<file path="src/rtl/pc_pkg.sv">
// Shared types for the program-counter unit: FSM state, next-PC select
// and the priority function that picks the next-PC source.
package pc_pkg;

    typedef enum logic [1:0] {
        BOOT = 2'd0,
        RUN  = 2'd1,
        HALT = 2'd2
    } pc_state_t;

    typedef enum logic [2:0] {
        SEL_HOLD = 3'd0,
        SEL_SEQ  = 3'd1,
        SEL_JMP  = 3'd2,
        SEL_RET  = 3'd3,
        SEL_BR   = 3'd4,
        SEL_EXC  = 3'd5
    } pc_sel_t;

    // Next-PC source in RUN; a halt without exc freezes the PC.
    function automatic pc_sel_t pc_select(input logic exc,
                                          input logic halt,
                                          input logic br_taken,
                                          input logic ret,
                                          input logic jmp,
                                          input logic advance);
        pc_sel_t sel;
        sel = SEL_HOLD;
        if (exc)           sel = SEL_EXC;
        else if (halt)     sel = SEL_HOLD;
        else if (br_taken) sel = SEL_BR;
        else if (ret)      sel = SEL_RET;
        else if (jmp)      sel = SEL_JMP;
        else if (advance)  sel = SEL_SEQ;
        return sel;
    endfunction

endpackage

</file>
<file path="src/rtl/pc_if.sv">
// Fetch-control bundle between the pipeline (master) and the PC unit (slave).
interface pc_if #(
    parameter int unsigned WIDTH = 32
);
    logic             stall;
    logic             imem_ready;
    logic             br_taken;
    logic [WIDTH-1:0] br_target;
    logic             jmp;
    logic [WIDTH-1:0] jmp_target;
    logic             call;
    logic             ret;
    logic             exc;
    logic             halt;
    logic [WIDTH-1:0] pc;
    logic             pc_valid;

    modport master (
        output stall, imem_ready, br_taken, br_target, jmp, jmp_target,
               call, ret, exc, halt,
        input  pc, pc_valid
    );

    modport slave (
        input  stall, imem_ready, br_taken, br_target, jmp, jmp_target,
               call, ret, exc, halt,
        output pc, pc_valid
    );
endinterface

</file>
<file path="src/rtl/pc_ras.sv">
// Circular return-address stack; a push when full overwrites the oldest entry,
// and push+pop in one cycle replaces the top entry.
module pc_ras #(
    parameter int unsigned WIDTH = 32,
    parameter int unsigned DEPTH = 4
) (
    input  logic             clk,
    input  logic             reset,
    input  logic             i_push,
    input  logic             i_pop,
    input  logic [WIDTH-1:0] i_push_data,
    output logic [WIDTH-1:0] o_top,
    output logic             o_empty,
    output logic             o_full
);
    localparam int unsigned PW = $clog2(DEPTH);
    localparam int unsigned CW = $clog2(DEPTH + 1);

    logic [WIDTH-1:0] r_mem [DEPTH];
    logic [PW-1:0]    r_ptr;
    logic [CW-1:0]    r_count;
    logic [PW-1:0]    w_top_idx;
    logic             w_do_pop;

    assign w_top_idx = r_ptr - PW'(1);
    assign o_top     = r_mem[w_top_idx];
    assign o_empty   = (r_count == CW'(0));
    assign o_full    = (r_count == CW'(DEPTH));
    assign w_do_pop  = i_pop & ~o_empty;

    always_ff @(posedge clk or posedge reset) begin
        if (reset) begin
            r_ptr   <= '0;
            r_count <= '0;
        end else if (i_push && !w_do_pop) begin
            r_ptr <= r_ptr + PW'(1);
            if (!o_full) r_count <= r_count + CW'(1);
        end else if (w_do_pop && !i_push) begin
            r_ptr   <= r_ptr - PW'(1);
            r_count <= r_count - CW'(1);
        end
    end

    always_ff @(posedge clk) begin
        if (i_push) r_mem[w_do_pop ? w_top_idx : r_ptr] <= i_push_data;
    end
endmodule

</file>
<file path="src/rtl/pc_unit.sv">
// Fetch-stage program counter: BOOT/RUN/HALT FSM with prioritised redirects.
// Define PC_RAS_EN to predict ret targets with a return-address stack.
module pc_unit
    import pc_pkg::*;
#(
    parameter int unsigned      WIDTH     = 32,
    parameter int unsigned      INC       = 4,
    parameter logic [WIDTH-1:0] RESET_VEC = '0,
    parameter logic [WIDTH-1:0] EXC_VEC   = WIDTH'('h80),
    parameter int unsigned      RAS_DEPTH = 4
) (
    input logic  clk,
    input logic  reset,
    pc_if.slave  bus
);
    pc_state_t        r_state;
    logic [WIDTH-1:0] r_pc;
    logic             r_valid;
    pc_sel_t          w_sel;
    logic [WIDTH-1:0] w_next;
    logic [WIDTH-1:0] w_ret_target;

    assign bus.pc       = r_pc;
    assign bus.pc_valid = r_valid;
    assign w_sel = pc_select(bus.exc, bus.halt, bus.br_taken, bus.ret, bus.jmp,
                             bus.imem_ready & ~bus.stall);

`ifdef PC_RAS_EN
    logic             w_push;
    logic             w_pop;
    logic             w_ras_empty;
    logic             w_unused_ras_full;
    logic [WIDTH-1:0] w_ras_top;

    // A call pushes only when its own redirect (jmp, or a paired ret) wins.
    assign w_push = (r_state == RUN) && bus.call && (w_sel == SEL_JMP || w_sel == SEL_RET);
    assign w_pop  = (r_state == RUN) && (w_sel == SEL_RET);
    assign w_ret_target = w_ras_empty ? bus.jmp_target : w_ras_top;

    pc_ras #(
        .WIDTH (WIDTH),
        .DEPTH (RAS_DEPTH)
    ) u_ras (
        .clk         (clk),
        .reset       (reset),
        .i_push      (w_push),
        .i_pop       (w_pop),
        .i_push_data (WIDTH'(r_pc + WIDTH'(INC))),
        .o_top       (w_ras_top),
        .o_empty     (w_ras_empty),
        .o_full      (w_unused_ras_full)
    );
`else
    logic w_unused;

    assign w_ret_target = bus.jmp_target;
    assign w_unused     = ^{bus.call, 32'(RAS_DEPTH)};
`endif

    always_comb begin
        w_next = r_pc;
        case (w_sel)
            SEL_EXC: w_next = EXC_VEC;
            SEL_BR:  w_next = bus.br_target;
            SEL_RET: w_next = w_ret_target;
            SEL_JMP: w_next = bus.jmp_target;
            SEL_SEQ: w_next = WIDTH'(r_pc + WIDTH'(INC));
            default: w_next = r_pc;
        endcase
    end

    always_ff @(posedge clk or posedge reset) begin
        if (reset) begin
            r_state <= BOOT;
            r_pc    <= RESET_VEC;
            r_valid <= 1'b0;
        end else begin
            case (r_state)
                BOOT: begin
                    r_state <= RUN;
                    r_valid <= 1'b1;
                end
                RUN: begin
                    r_pc <= w_next;
                    if (bus.halt && !bus.exc) begin
                        r_state <= HALT;
                        r_valid <= 1'b0;
                    end
                end
                HALT: begin
                    if (bus.exc) begin
                        r_pc    <= EXC_VEC;
                        r_state <= RUN;
                        r_valid <= 1'b1;
                    end
                end
                default: begin
                    r_state <= BOOT;
                    r_valid <= 1'b0;
                end
            endcase
        end
    end
endmodule
</file>
<file path="src/flat_wrapper.sv">
// flat-port wrapper written by rule: the top's interface ports become plain ports
module pc_unit_flat import pc_pkg::*;
#(
    parameter int unsigned      WIDTH     = 32,
    parameter int unsigned      INC       = 4,
    parameter logic [WIDTH-1:0] RESET_VEC = '0,
    parameter logic [WIDTH-1:0] EXC_VEC   = WIDTH'('h80),
    parameter int unsigned      RAS_DEPTH = 4
)
  (clk, reset, bus_stall, bus_imem_ready, bus_br_taken, bus_br_target, bus_jmp, bus_jmp_target, bus_call, bus_ret, bus_exc, bus_halt, bus_pc, bus_pc_valid);
  pc_if #(.WIDTH(WIDTH)) bus_i ();
  input logic clk;
  input logic reset;
  input wire logic [$bits(bus_i.stall)-1:0] bus_stall;
  input wire logic [$bits(bus_i.imem_ready)-1:0] bus_imem_ready;
  input wire logic [$bits(bus_i.br_taken)-1:0] bus_br_taken;
  input wire logic [$bits(bus_i.br_target)-1:0] bus_br_target;
  input wire logic [$bits(bus_i.jmp)-1:0] bus_jmp;
  input wire logic [$bits(bus_i.jmp_target)-1:0] bus_jmp_target;
  input wire logic [$bits(bus_i.call)-1:0] bus_call;
  input wire logic [$bits(bus_i.ret)-1:0] bus_ret;
  input wire logic [$bits(bus_i.exc)-1:0] bus_exc;
  input wire logic [$bits(bus_i.halt)-1:0] bus_halt;
  output wire logic [$bits(bus_i.pc)-1:0] bus_pc;
  output wire logic [$bits(bus_i.pc_valid)-1:0] bus_pc_valid;
  assign bus_i.stall = bus_stall;
  assign bus_i.imem_ready = bus_imem_ready;
  assign bus_i.br_taken = bus_br_taken;
  assign bus_i.br_target = bus_br_target;
  assign bus_i.jmp = bus_jmp;
  assign bus_i.jmp_target = bus_jmp_target;
  assign bus_i.call = bus_call;
  assign bus_i.ret = bus_ret;
  assign bus_i.exc = bus_exc;
  assign bus_i.halt = bus_halt;
  assign bus_pc = bus_i.pc;
  assign bus_pc_valid = bus_i.pc_valid;
  pc_unit #(.WIDTH(WIDTH), .INC(INC), .RESET_VEC(RESET_VEC), .EXC_VEC(EXC_VEC), .RAS_DEPTH(RAS_DEPTH)) u_core (.clk(clk), .reset(reset), .bus(bus_i));
endmodule
</file>
<file path="config.mk">
export PLATFORM = sky130hd
export DESIGN_NAME = pc_unit_flat
export DESIGN_NICKNAME = d
export VERILOG_FILES = /design/src/rtl/pc_pkg.sv /design/src/rtl/pc_if.sv /design/src/rtl/pc_ras.sv /design/src/rtl/pc_unit.sv /design/src/flat_wrapper.sv
export SDC_FILE = /design/constraint.sdc
export NUM_CORES = 1
export LEC_CHECK = 0
export CORE_MARGIN = 1
export CORE_UTILIZATION = 39
export CTS_BUF_LIST = sky130_fd_sc_hd__clkbuf_4
export CTS_CLUSTER_SIZE = 30
export DETAILED_ROUTE_END_ITERATION = 8
export GPL_ROUTABILITY_DRIVEN = 1
export MAX_ROUTING_LAYER = met4
export PLACE_DENSITY = 0.77
export REMOVE_ABC_BUFFERS = 1
export SYNTH_ARGS = -nofsm -noshare
export SYNTH_HDL_FRONTEND = slang
export SYNTH_SLANG_ARGS = --single-unit
</file>
<file path="constraint.sdc">
create_clock -name clk -period 2.05 [get_ports clk]
set_input_delay 0.205 -clock clk [delete_from_list [all_inputs] [get_ports clk]]
set_output_delay 0.205 -clock clk [all_outputs]
set_load 0.01 [all_outputs]
</file>
-- Yosys cells after proc, flatten, opt, wreduce, memory -nomap -nowiden
Index checks and enable logic that the tools add are counted.
- reduce and logical (&&, ||, !) cells: 7
- bitwise gates (word level): 2
- equality and inequality tests: 10
- muxes and demuxes: 15
- add/subtract/negate cells: 1
- operator list (operator ; number):
    32-bit one-hot mux with 4 select lines ; 1
    32-bit one-hot mux with 2 select lines ; 1
    32-bit by 3-bit adder with 32-bit output, second input constant ; 1
    32-bit two-way mux ; 1
    3-bit two-way mux ; 5
    3-bit by 2-bit == test with 1-bit output, second input constant ; 2
    3-bit == test, second input constant ; 2
    2-bit one-hot mux with 3 select lines ; 1
    5-bit != test, second input constant ; 1
    2-bit two-way mux ; 2
    3-bit by 1-bit == test with 1-bit output, second input constant ; 1
    1-bit two-way mux ; 3
    1-bit one-hot mux with 3 select lines ; 1
    3-bit AND reduction ; 1
    2-bit by 1-bit == test with 1-bit output, second input constant ; 1
    2-bit == test, second input constant ; 1
    2-bit logical NOT ; 1
    2-bit by 1-bit != test with 1-bit output, second input constant ; 1
    2-bit != test, second input constant ; 1
    2-bit AND reduction ; 1
    2-bit nonzero test ; 1
    2-bit OR reduction ; 1
    1-bit AND ; 1
    1-bit logical AND ; 1
    other kinds (2) ; 2
- logic and storage cells: 38
- register bits: 35
- output and inout port bits: 33
- input bits: 74

-- Depth between registers and ports, before layout
Gate-level depths: netlist of run 1.
- depth after elaboration: 12
- mapped depth: 8
- gate-level depth less buffers: 7

-- Least setup slack after synthesis of run 1
No wires, ideal clock.
- path type: flip-flop to flip-flop
- start point: register u_core.r_pc[4] (netlist: u_core.bus.pc[4])
- end point: register u_core.r_pc[31] (netlist: u_core.bus.pc[31])
- path buffers: 1
- path slack: -0.078 ns
- arrival time: 2.057 ns
- setup time: 0.072 ns
- stages on the path, launching flop included: 7
- path through: dfrtp_1 > nand4_2 > or3_1 > buf_2 > or4_1 > or3_1 > nand4b_1
- cells in the longest elaborated chain, start to end: 3
- RTL lines (item ; RTL line ; source):
    from (decl) ; pc_unit.sv:17 ; logic [WIDTH-1:0] r_pc;
    from (signal assigned) ; pc_unit.sv:84 ; r_pc <= w_next;
    32-bit by 3-bit adder with 32-bit output ; pc_unit.sv:67 ; SEL_SEQ: w_next = WIDTH'(r_pc + WIDTH'(INC));
    32-bit one-hot mux with 4 select lines ; pc_unit.sv:62 ; case (w_sel)
    32-bit one-hot mux with 2 select lines ; pc_unit.sv:78 ; case (r_state)
Every way passes these cells.
A chain may end at the register's enable or synchronous reset.

-- Final worst setup path of run 1
- start point: register u_core.r_pc[12] (netlist: u_core.bus.pc[12])
- end point: register u_core.r_pc[31] (netlist: u_core.bus.pc[31])
Same word-level chain as after synthesis.

==> results of run 1 <==
==> worst register-to-register path, stage by stage (launching register included) <==
cell,delay (ns)
sky130_fd_sc_hd__dfrtp_1,0.37
sky130_fd_sc_hd__nand2_1,0.08
sky130_fd_sc_hd__or4_4,0.55
sky130_fd_sc_hd__or4_4,0.53
sky130_fd_sc_hd__or3_1,0.33
sky130_fd_sc_hd__nand4b_1,0.11
==> metrics by stage <==
stage          hold WS (ns)  util (%)
3_3_place_gp          0.491      67.4
4_1_cts               0.232      68.8
2_1_floorplan         0.347         -
3_5_place_dp          0.504      67.4
5_1_grt               0.258      69.6
6_report              0.218      69.6
==> report_power, final <==
group | internal [mW] | switching [mW] | leakage [nW]
clock | 0.141 | 0.233 | 0.0278
combinational | 0.953 | 0.915 | 1.17
sequential | 0.817 | 0.125 | 0.464
total | 1.91 | 1.27 | 1.67
==> logic make-up (layout without fill, tap and decap cells) <==
logic type / count (synthesis) / count (layout) / share of synthesized area (%)
AND/OR/NAND/NOR: 117 / 117 / 25.5
AO/OA/AOI/OAI: 112 / 112 / 32.3
flip-flops: 34 / 34 / 35.5
buffers and inverters: 27 / 186 / 4.28
adder cells (fa/ha/maj): 4 / 4 / 2.09
multiplexers: 1 / 1 / 0.418
==> flip-flops by register name, indices dropped and copies added, names as in the netlist <==
register and count:
u_core.bus.pc 32, u_core.r_state 2
==> cells in the mapped netlist (all sizes together) (3+ instances only) <==
cell type | instances | area, sq um
clkbuf | 15 | 56.3
o211ai | 3 | 22.5
nor4b | 3 | 26.3
nand4 | 10 | 68.8
or3 | 3 | 18.8
nor4 | 7 | 43.8
o2bb2ai | 5 | 43.8
and3 | 7 | 43.8
or4 | 4 | 30.0
a21oi | 8 | 40.0
a22oi | 15 | 113
a222oi | 8 | 80.1
nand2 | 23 | 86.3
o21ai | 40 | 200
inv | 11 | 41.3
nor3 | 12 | 60.1
a221oi | 8 | 70.1
dfrtp | 34 | 851
o31a | 4 | 35.0
ha | 4 | 50.1
a22o | 4 | 35.0
nor2 | 26 | 97.6
nand3 | 11 | 55.1
and2 | 3 | 18.8
o22ai | 3 | 18.8
==> final timing paths <==
kind / to / slack, ns / cells after the start
max: u_core.bus.pc[31] / 0.02 / 5
min: u_core.bus.pc[17] / 0.22 / 2
max reg2reg: u_core.bus.pc[31] / 0.02 / 5
min reg2reg: u_core.bus.pc[0] / 0.53 / 2
max in group asynchronous: u_core.bus.pc[30] / 1.22 / 3
min in group clk: u_core.bus.pc[0] / 0.53 / 2
==> placed cells by master (no fill, tap or decap), types with 5 or more instances in the layout <==
master / n
sky130_fd_sc_hd__nor4_1: 5
sky130_fd_sc_hd__dfrtp_1: 34
sky130_fd_sc_hd__nor2_1: 26
sky130_fd_sc_hd__nor3_1: 12
sky130_fd_sc_hd__o21ai_0: 40
sky130_fd_sc_hd__nand4_1: 9
sky130_fd_sc_hd__a21oi_1: 8
sky130_fd_sc_hd__a22oi_1: 15
sky130_fd_sc_hd__clkbuf_4: 6
sky130_fd_sc_hd__nand3_1: 11
sky130_fd_sc_hd__nand2_1: 23
sky130_fd_sc_hd__a221oi_1: 8
sky130_fd_sc_hd__clkdlybuf4s50_1: 105
sky130_fd_sc_hd__inv_1: 11
sky130_fd_sc_hd__buf_4: 59
sky130_fd_sc_hd__a222oi_1: 8
sky130_fd_sc_hd__o2bb2ai_1: 5
sky130_fd_sc_hd__and3_1: 7
==> layout make-up <==
type	count	share of cell area, %
Multi-Input combinational cell	234	36.6
Sequential cell	34	20.6
Clock inverter	1	0.182
Inverter	11	1.00
Tap cell	75	2.28
Timing Repair Buffer	168	38.2
Clock buffer	6	1.09
==> per-layer routing <==
metal  track usage (%)  vias up  part of all wire, %
met3              5.45       17                  7.6
met4              7.50        0                  1.6
met5                 -        -                    0
li1                  -     1488                    -
met2              47.2      150                   48
met1              37.3     1494                   42
==> timing repair <==
action / CTS / global route
gates cloned: 0 / 0
setup buffers: 1 / 3
pin swaps: 0 / 5
setup endpoints to repair: 2 / 8
resized for setup: 4 / 5
==> impl_results.rst, run 1 <==
.. list-table::
   :header-rows: 1

   * - Metric
     - Value
   * - Post-DP HPWL
     - 6590 microns
   * - CTS clk-pin slew, worst paths
     - 0.11 ns
   * - Unique cell type count in the Yosys netlist
     - 45
   * - Capturing element type of the critical path
     - flip-flop
   * - Cell type of the slowest stage on the worst timing path
     - sky130_fd_sc_hd__or4_4
   * - Worst-case clock buffer depth
     - 2
   * - Wire length of the first global-routing pass
     - 14,100 microns
   * - Pin slew with the least headroom to its limit
     - ~0.6 ns
   * - Final GP Congestion
     - roughly 0.9
   * - Worst reg2reg startpoint
     - u_core.bus.pc[12]
   * - Max Cap Viol
     - 0
   * - Count of placed standard cells including taps
     - 518
   * - Top_reg_cell synth
     - sky130_fd_sc_hd__dfrtp_1
   * - Yosys synthesis warning count
     - 0
   * - RSZ-0062 raised after global routing
     - true
   * - Critical path class
     - flip-flop to flip-flop
   * - Number of sinks handled by clock tree synthesis
     - 34
   * - Pwr per Cell Area
     - 773 nW/um^2
   * - Top cell family by delay on the critical path
     - simple AND/OR/NAND/NOR gates
   * - Starting utilization of the core area
     - a little over 40%
   * - 1st-iter DRT viols
     - 261
   * - Width of the chip
     - a little over 80 microns
   * - Post-synthesis sequential area ratio
     - 35.5%
   * - Gate Count Post-Synth
     - 295
   * - Wire length after detailed routing
     - 8870 microns
   * - Maximum fanout encountered on the critical timing path
     - 2
   * - Cell mode on critical path
     - sky130_fd_sc_hd__or4_4
   * - Worst slack after detailed placement
     - -0.0991 ns
   * - Final Critical Period
     - 2.03 ns
   * - Mapped Area
     - 2400 sq um
   * - Via-to-Cell Ratio
     - 5.95
   * - # diodes
     - 0
   * - Number of standard-cell rows in the floorplan
     - 28
   * - Largest net degree at the start of global routing
     - 32
   * - Overflow after GRT
     - 0
   * - Fraction of layout instances using a drive strength above 1
     - 17.6%
   * - Class of the tightest hold or removal check
     - input pin to async pin
   * - F_max
     - 0.494 GHz
   * - Drt pass-1 iters
     - 5
   * - Total track usage
     - roughly 29%
   * - Average wire length per cell after detail routing
     - around 17 microns
   * - Outcome
     - complete, no violations
   * - Fill cells
     - 471
   * - Largest stage delay on the critical path
     - 0.55 ns
   * - Mean post-synth cell area
     - 8.13 sq um
   * - Number of flops mapped to enable cells by yosys
     - 0
   * - Initial antenna violation count
     - 0
   * - Final Skew
     - 0.0146 ns
   * - Clk_lat worst skew
     - 0.35 ns
   * - Footprint of the multi-input gates
     - 1510 sq um
   * - Vias after detailed routing
     - 3,149
   * - #FFs+latches synth
     - 34
   * - CTS root buf
     - sky130_fd_sc_hd__clkbuf_4
   * - Final TNS setup
     - 0 ns
   * - Number of design rule violations left after detail routing
     - 0
   * - WP data required
     - about 2.3 ns
   * - Hold violation total from the final report
     - 0
   * - Storage element area
     - 851 sq um
   * - Synth async-reset ratio
     - between 90% and 100%
   * - Cts bufs inserted
     - 5
   * - Worst-case setup margin in the final layout
     - 0.0249 ns
   * - Total power draw
     - around 3.2 mW
   * - Worst vdd ir
     - 620 uV
   * - Post-Layout Inst Area
     - 4120 sq um
   * - Total die area
     - 6460 sq um
   * - Final-stage net count
     - 532
   * - Post-DP Area
     - 3990 sq um
   * - Worst slew slack as a fraction of its limit
     - 58.7%
   * - Vias in the first global route
     - 2,940
   * - Area of the core
     - around 5900 sq um
   * - Startpoint kind of the worst setup timing path
     - flip-flop
   * - Die boundary height
     - 80.4 microns
   * - Crit path arrival time
     - approximately 2.3 ns
   * - Max-slew violation count
     - 0
   * - Non-Filler Instances
     - 529
   * - # port buffers
     - around 110
   * - List of cells traversed by the critical path
     - nand2_1, or4_4, or4_4, or3_1, nand4b_1
   * - Clock H-tree levels
     - 2
   * - DRT antenna net count
     - 0
   * - Static Leak
     - 1.67 nW
   * - Fin crit share
     - 98.8%
   * - Number of setup violations in the final report
     - 0
   * - Critical Path Start
     - u_core.bus.pc[12]
   * - Area added between synthesis and finish
     - 71.9%
   * - Total buffers and inverters traversed by the critical path
     - 0
   * - Post-CTS Hold Buffers
     - 0
   * - CTS tree
     - built
   * - I/O pin count
     - 107
Note: power is estimated with default switching activity, not from simulation.
==> run 2, diff against run 1 <==
--- a/config.mk
+++ b/config.mk
@@ -5,15 +5,16 @@
 export SDC_FILE = /design/constraint.sdc
 export NUM_CORES = 1
 export LEC_CHECK = 0
-export CORE_MARGIN = 1
+export CORE_ASPECT_RATIO = 1.75
 export CORE_UTILIZATION = 39
 export CTS_BUF_LIST = sky130_fd_sc_hd__clkbuf_4
 export CTS_CLUSTER_SIZE = 30
 export DETAILED_ROUTE_END_ITERATION = 8
 export GPL_ROUTABILITY_DRIVEN = 1
 export MAX_ROUTING_LAYER = met4
-export PLACE_DENSITY = 0.77
+export PLACE_DENSITY = 0.76
 export REMOVE_ABC_BUFFERS = 1
 export SYNTH_ARGS = -nofsm -noshare
 export SYNTH_HDL_FRONTEND = slang
+export SYNTH_HIERARCHICAL = 1
 export SYNTH_SLANG_ARGS = --single-unit
==> impl_results.rst, run 2 <==
.. list-table::
   :header-rows: 1

   * - Metric
     - Value
   * - Startpoint kind of the worst setup timing path
     - flip-flop
   * - Cts bufs inserted
     - 5 (unchanged)
   * - Fraction of layout instances using a drive strength above 1
     - 20.4% (+2.8 points)
   * - Post-synthesis sequential area ratio
     - 35.2% (-0.33 points)
   * - Final GP Congestion
     - 0.833 (-6.8%)
   * - Post-synthesis share of cell area spent on full adders, half adders and majority gates
     - 2.07% (-0.019 points)
   * - Die boundary height
     - 106 microns (+32%)
   * - Yosys synthesis warning count
     - 6 (+6)
   * - Post-Layout Inst Area
     - 4110 sq um (-0.36%)
   * - CTS clk-pin slew, worst paths
     - 0.12 ns (about the same)
   * - Initial antenna violation count
     - 0 (unchanged)
   * - Storage element area
     - 851 sq um (unchanged)
   * - List of cells traversed by the critical path
     - inv_2, ha_4, or4b_4, or3_4, buf_12, or3_1, nand3_1
   * - Max FFs per register
     - 32 (unchanged)
   * - Final TNS setup
     - -3.67 ns (-3.67 ns)
   * - Cell type of the slowest stage on the worst timing path
     - sky130_fd_sc_hd__or4b_4
   * - Critical Path Start
     - u_core/r_state[1]
   * - Compound-Gate Fraction of Synth Area
     - 34.0% (+1.7 points)
   * - RSZ-0062 raised after global routing
     - true
   * - Wire length after detailed routing
     - 8490 microns (-4.2%)
   * - Proportion of total power due to net switching
     - 39.8% (-0.19 points)
   * - Top_reg_cell synth
     - sky130_fd_sc_hd__dfrtp_1
   * - Xor/xnor share of the synthesized area
     - 0% (unchanged)
   * - Critical path class
     - flip-flop to flip-flop
   * - Maximum fanout encountered on the critical timing path
     - 7 (+5)
   * - Pwr per Cell Area
     - 641 nW/um^2 (-17%)
   * - Max-slew violation count
     - 0 (unchanged)
   * - Dominant combinational cell family by area after synthesis
     - compound AO/OA/AOI/OAI gates
   * - Fin Hold WS
     - 0.266 ns (+0.0481 ns)
   * - Crit path arrival time
     - 2.56 ns (+0.26 ns)
   * - Class of the tightest hold or removal check
     - input pin to async pin
   * - Switching power summed over all nets
     - 1.05 mW (-18%)
   * - Cell with the most instances after synthesis
     - sky130_fd_sc_hd__dfrtp_1
   * - Number of design rule violations left after detail routing
     - 0 (unchanged)
   * - Drt pass-1 iters
     - 5 (unchanged)
   * - Mean post-synth cell area
     - 8.40 sq um (+3.4%)
   * - Most frequent cells in the layout
     - sky130_fd_sc_hd__clkdlybuf4s50_1 (105), sky130_fd_sc_hd__buf_4 (40), sky130_fd_sc_hd__dfrtp_1 (34)
   * - Post-DP Area
     - 3810 sq um (-4.6%)
   * - Vias in the first global route
     - 3,120 (+6.1%)
   * - I/O pin count
     - 107 (unchanged)
   * - Final Critical Period
     - 2.28 ns (+0.255 ns)
   * - Final-stage net count
     - 503 (-5.5%)
   * - Failing checks
     - setup timing
   * - DRT antenna net count
     - 0 (unchanged)
   * - Vias after detailed routing
     - 2,970 (-5.7%)
   * - Clock H-tree levels
     - 2 (unchanged)
   * - Clock power frac
     - 14.1% (+2.3 points)
   * - Fill cells
     - 501 (+6.4%)
   * - #FFs+latches synth
     - 34 (unchanged)
   * - Overflow after GRT
     - 0 (unchanged)
   * - Worst reg2reg startpoint
     - u_core/r_state[1]
   * - Footprint of the multi-input gates
     - 1640 sq um (+8.5%)
   * - Post-DP HPWL
     - 6040 microns (-8.4%)
   * - Area added between synthesis and finish
     - 69.6%
   * - Worst slew slack as a fraction of its limit
     - 56.3% (-2.4 points)
   * - Hold violation total from the final report
     - 0 (unchanged)
   * - Largest net degree at the start of global routing
     - 35 (+9.4%)
   * - Number of sinks handled by clock tree synthesis
     - 34 (unchanged)
   * - WP data required
     - 2.33 ns (about the same)
   * - Number of setup violations in the final report
     - 24 (+24)
   * - Static Leak
     - 1.56 nW (-6.1%)
   * - Basic-gate share of the synthesized area counting and, or, nand and nor cells
     - 22.8% (-2.7 points)
   * - # diodes
     - 0 (unchanged)
   * - Fin crit share
     - 111% (+12 points)
   * - Wire length of the first global-routing pass
     - 13,700 microns (-3.2%)
   * - Total track usage
     - 27.8% (-1.3 points)
   * - CTS root buf
     - sky130_fd_sc_hd__clkbuf_4
   * - Number of standard-cell rows in the floorplan
     - 37 (+32%)
   * - Number of flops mapped to enable cells by yosys
     - 0 (unchanged)
   * - Largest stage delay on the critical path
     - 0.47 ns (-0.08 ns)
   * - Total die area
     - 6540 sq um (+1.1%)
   * - Top post-synthesis cells by count
     - sky130_fd_sc_hd__dfrtp_1 (34), sky130_fd_sc_hd__o21ai_0 (32), sky130_fd_sc_hd__nand2_1 (23), sky130_fd_sc_hd__nor2_1 (19), sky130_fd_sc_hd__a21oi_1 (15)
   * - Minimum setup slack among reg-to-reg paths
     - -0.23 ns (-0.25 ns)
   * - Mapped Area
     - 2420 sq um (+0.94%)
   * - Capturing element type of the critical path
     - flip-flop
   * - Cell-internal power
     - 1.58 mW (-17%)
   * - Pin slew with the least headroom to its limit
     - 0.650 ns (+0.0313 ns)
   * - Max Cap Viol
     - 0 (unchanged)
   * - Worst-case setup margin in the final layout
     - -0.230 ns (-0.255 ns)
   * - Most common cell after layout, fill and taps aside
     - sky130_fd_sc_hd__clkdlybuf4s50_1
   * - F_max
     - 0.439 GHz (-11%)
   * - Final Skew
     - 0.0138 ns (-0.000796 ns)
   * - Combinational share of power
     - 53.3% (-5.3 points)
   * - Utilization of the core after routing
     - 69.3% (-0.31 points)
   * - Worst slack after detailed placement
     - -0.229 ns (-0.130 ns)
   * - Gate Count Post-Synth
     - 288 (-2.4%)
   * - # port buffers
     - 105 (unchanged)
   * - Cell type with the largest total area after synthesis
     - sky130_fd_sc_hd__dfrtp_1
   * - Worst vdd ir
     - 728 uV (+17%)
   * - Area of the core
     - 5930 sq um (about the same)
   * - Unique cell type count in the Yosys netlist
     - 46 (+2.2%)
   * - Via-to-Cell Ratio
     - 5.89 (-1.0%)
   * - Dominant cells by area after synthesis
     - sky130_fd_sc_hd__dfrtp_1 (35%), sky130_fd_sc_hd__o21ai_0 (6.6%), sky130_fd_sc_hd__a22oi_1 (4.0%)
   * - Width of the chip
     - 61.5 microns (-23%)
   * - Clk_lat worst skew
     - 0.34 ns (about the same)
   * - Outcome
     - finished with violations
   * - Post-CTS Hold Buffers
     - 0 (unchanged)
   * - 1st-iter DRT viols
     - 163 (-38%)
   * - Yosys top cell area share
     - 35.2% (-0.33 points)
   * - Average wire length per cell after detail routing
     - 16.9 microns (+0.56%)
   * - Starting utilization of the core area
     - 40.8% (+0.35 points)
   * - Flop pwr share
     - 32.6% (+3.0 points)
   * - Synth async-reset ratio
     - 100% (unchanged)
   * - CTS tree
     - built
   * - Post-synthesis mux area share
     - 0.414% (-0.0039 points)
   * - Worst-case clock buffer depth
     - 2 (unchanged)
==> run 2: cell types whose count changed after synthesis, sizes merged, moves of 6 or more <==
cell / before / now
nor2: 26 / 19
buf: 1 / 9
a22o: 4 / 10
nor3: 12 / 3
a21oi: 8 / 15
==> run 2: kinds of logic after synthesis <==
family                     after synthesis
DFF                                     34
buffers and inverters                   27
and+or+nand+nor                         99
AOI/OAI and AO/OA                      123
muxes                                    1
adders and majority gates                4
==> run 2: path summary, 6_finish.rpt <==
check	end	cells past startpoint
setup reg to reg	u_core/bus.pc[22]	7
hold reg to reg	u_core/bus.pc[30]	1
min in group clk	u_core/bus.pc[1]	3
max in group asynchronous	u_core/bus.pc[14]	3
setup / recovery	u_core/bus.pc[22]	7
hold / removal	u_core/bus.pc[30]	3
==> run 2: power groups by stage <==
stage               combinational [mW]  clock (mW)  sequential, mW
finish                            1.40       0.372           0.856
global route                      1.51       0.405           0.871
CTS                               1.34       0.383           0.849
detailed placement                1.26           0           0.858
global placement                  1.24           0           0.856
floorplan                        0.452           0           0.878
==> run 2: metrics by stage <==
stage / cells / power [mW]
2_1_floorplan: 269 / 1.33
6_report: 504 / 2.63
4_1_cts: 502 / 2.57
5_1_grt: 504 / 2.79
3_3_place_gp: 491 / 2.09
3_5_place_dp: 491 / 2.12
==> run 2: final cells by class <==
type                       count  area share [%]
tap                           78            2.38
multi-input combinational    227            39.9
timing repair buffer         149            35.0
sequential                    34            20.7
clock buffer                   5           0.914
inverter                       8           0.731
clock inverter                 3           0.396
==> run 2: what timing repair did <==
action | 4_1_cts | 5_1_grt
setup buffers | 2 | 2
pin swaps | 1 | 14
gates cloned | 1 | 1
endpoints found under the hold margin | 0 | 0
resized for setup | 33 | 18
endpoints found under the setup margin | 30 | 32
==> run 2: layer usage <==
metal / vias up / wire, microns / GRT usage (%)
met5: - / 0 / -
met4: 0 / 101 / 10.8
met3: 14 / 427 / 4.26
met2: 109 / 4820 / 49.0
met1: 1440 / 3150 / 29.7
li1: 1407 / - / -
==> run 2: critical path: cells and delay by family, from the launching register on <==
kind                       cells  cell delay [ns]
buffers and inverters          2             0.23
DFF                            1             0.41
and+or+nand+nor                4             1.31
adders and majority gates      1             0.26
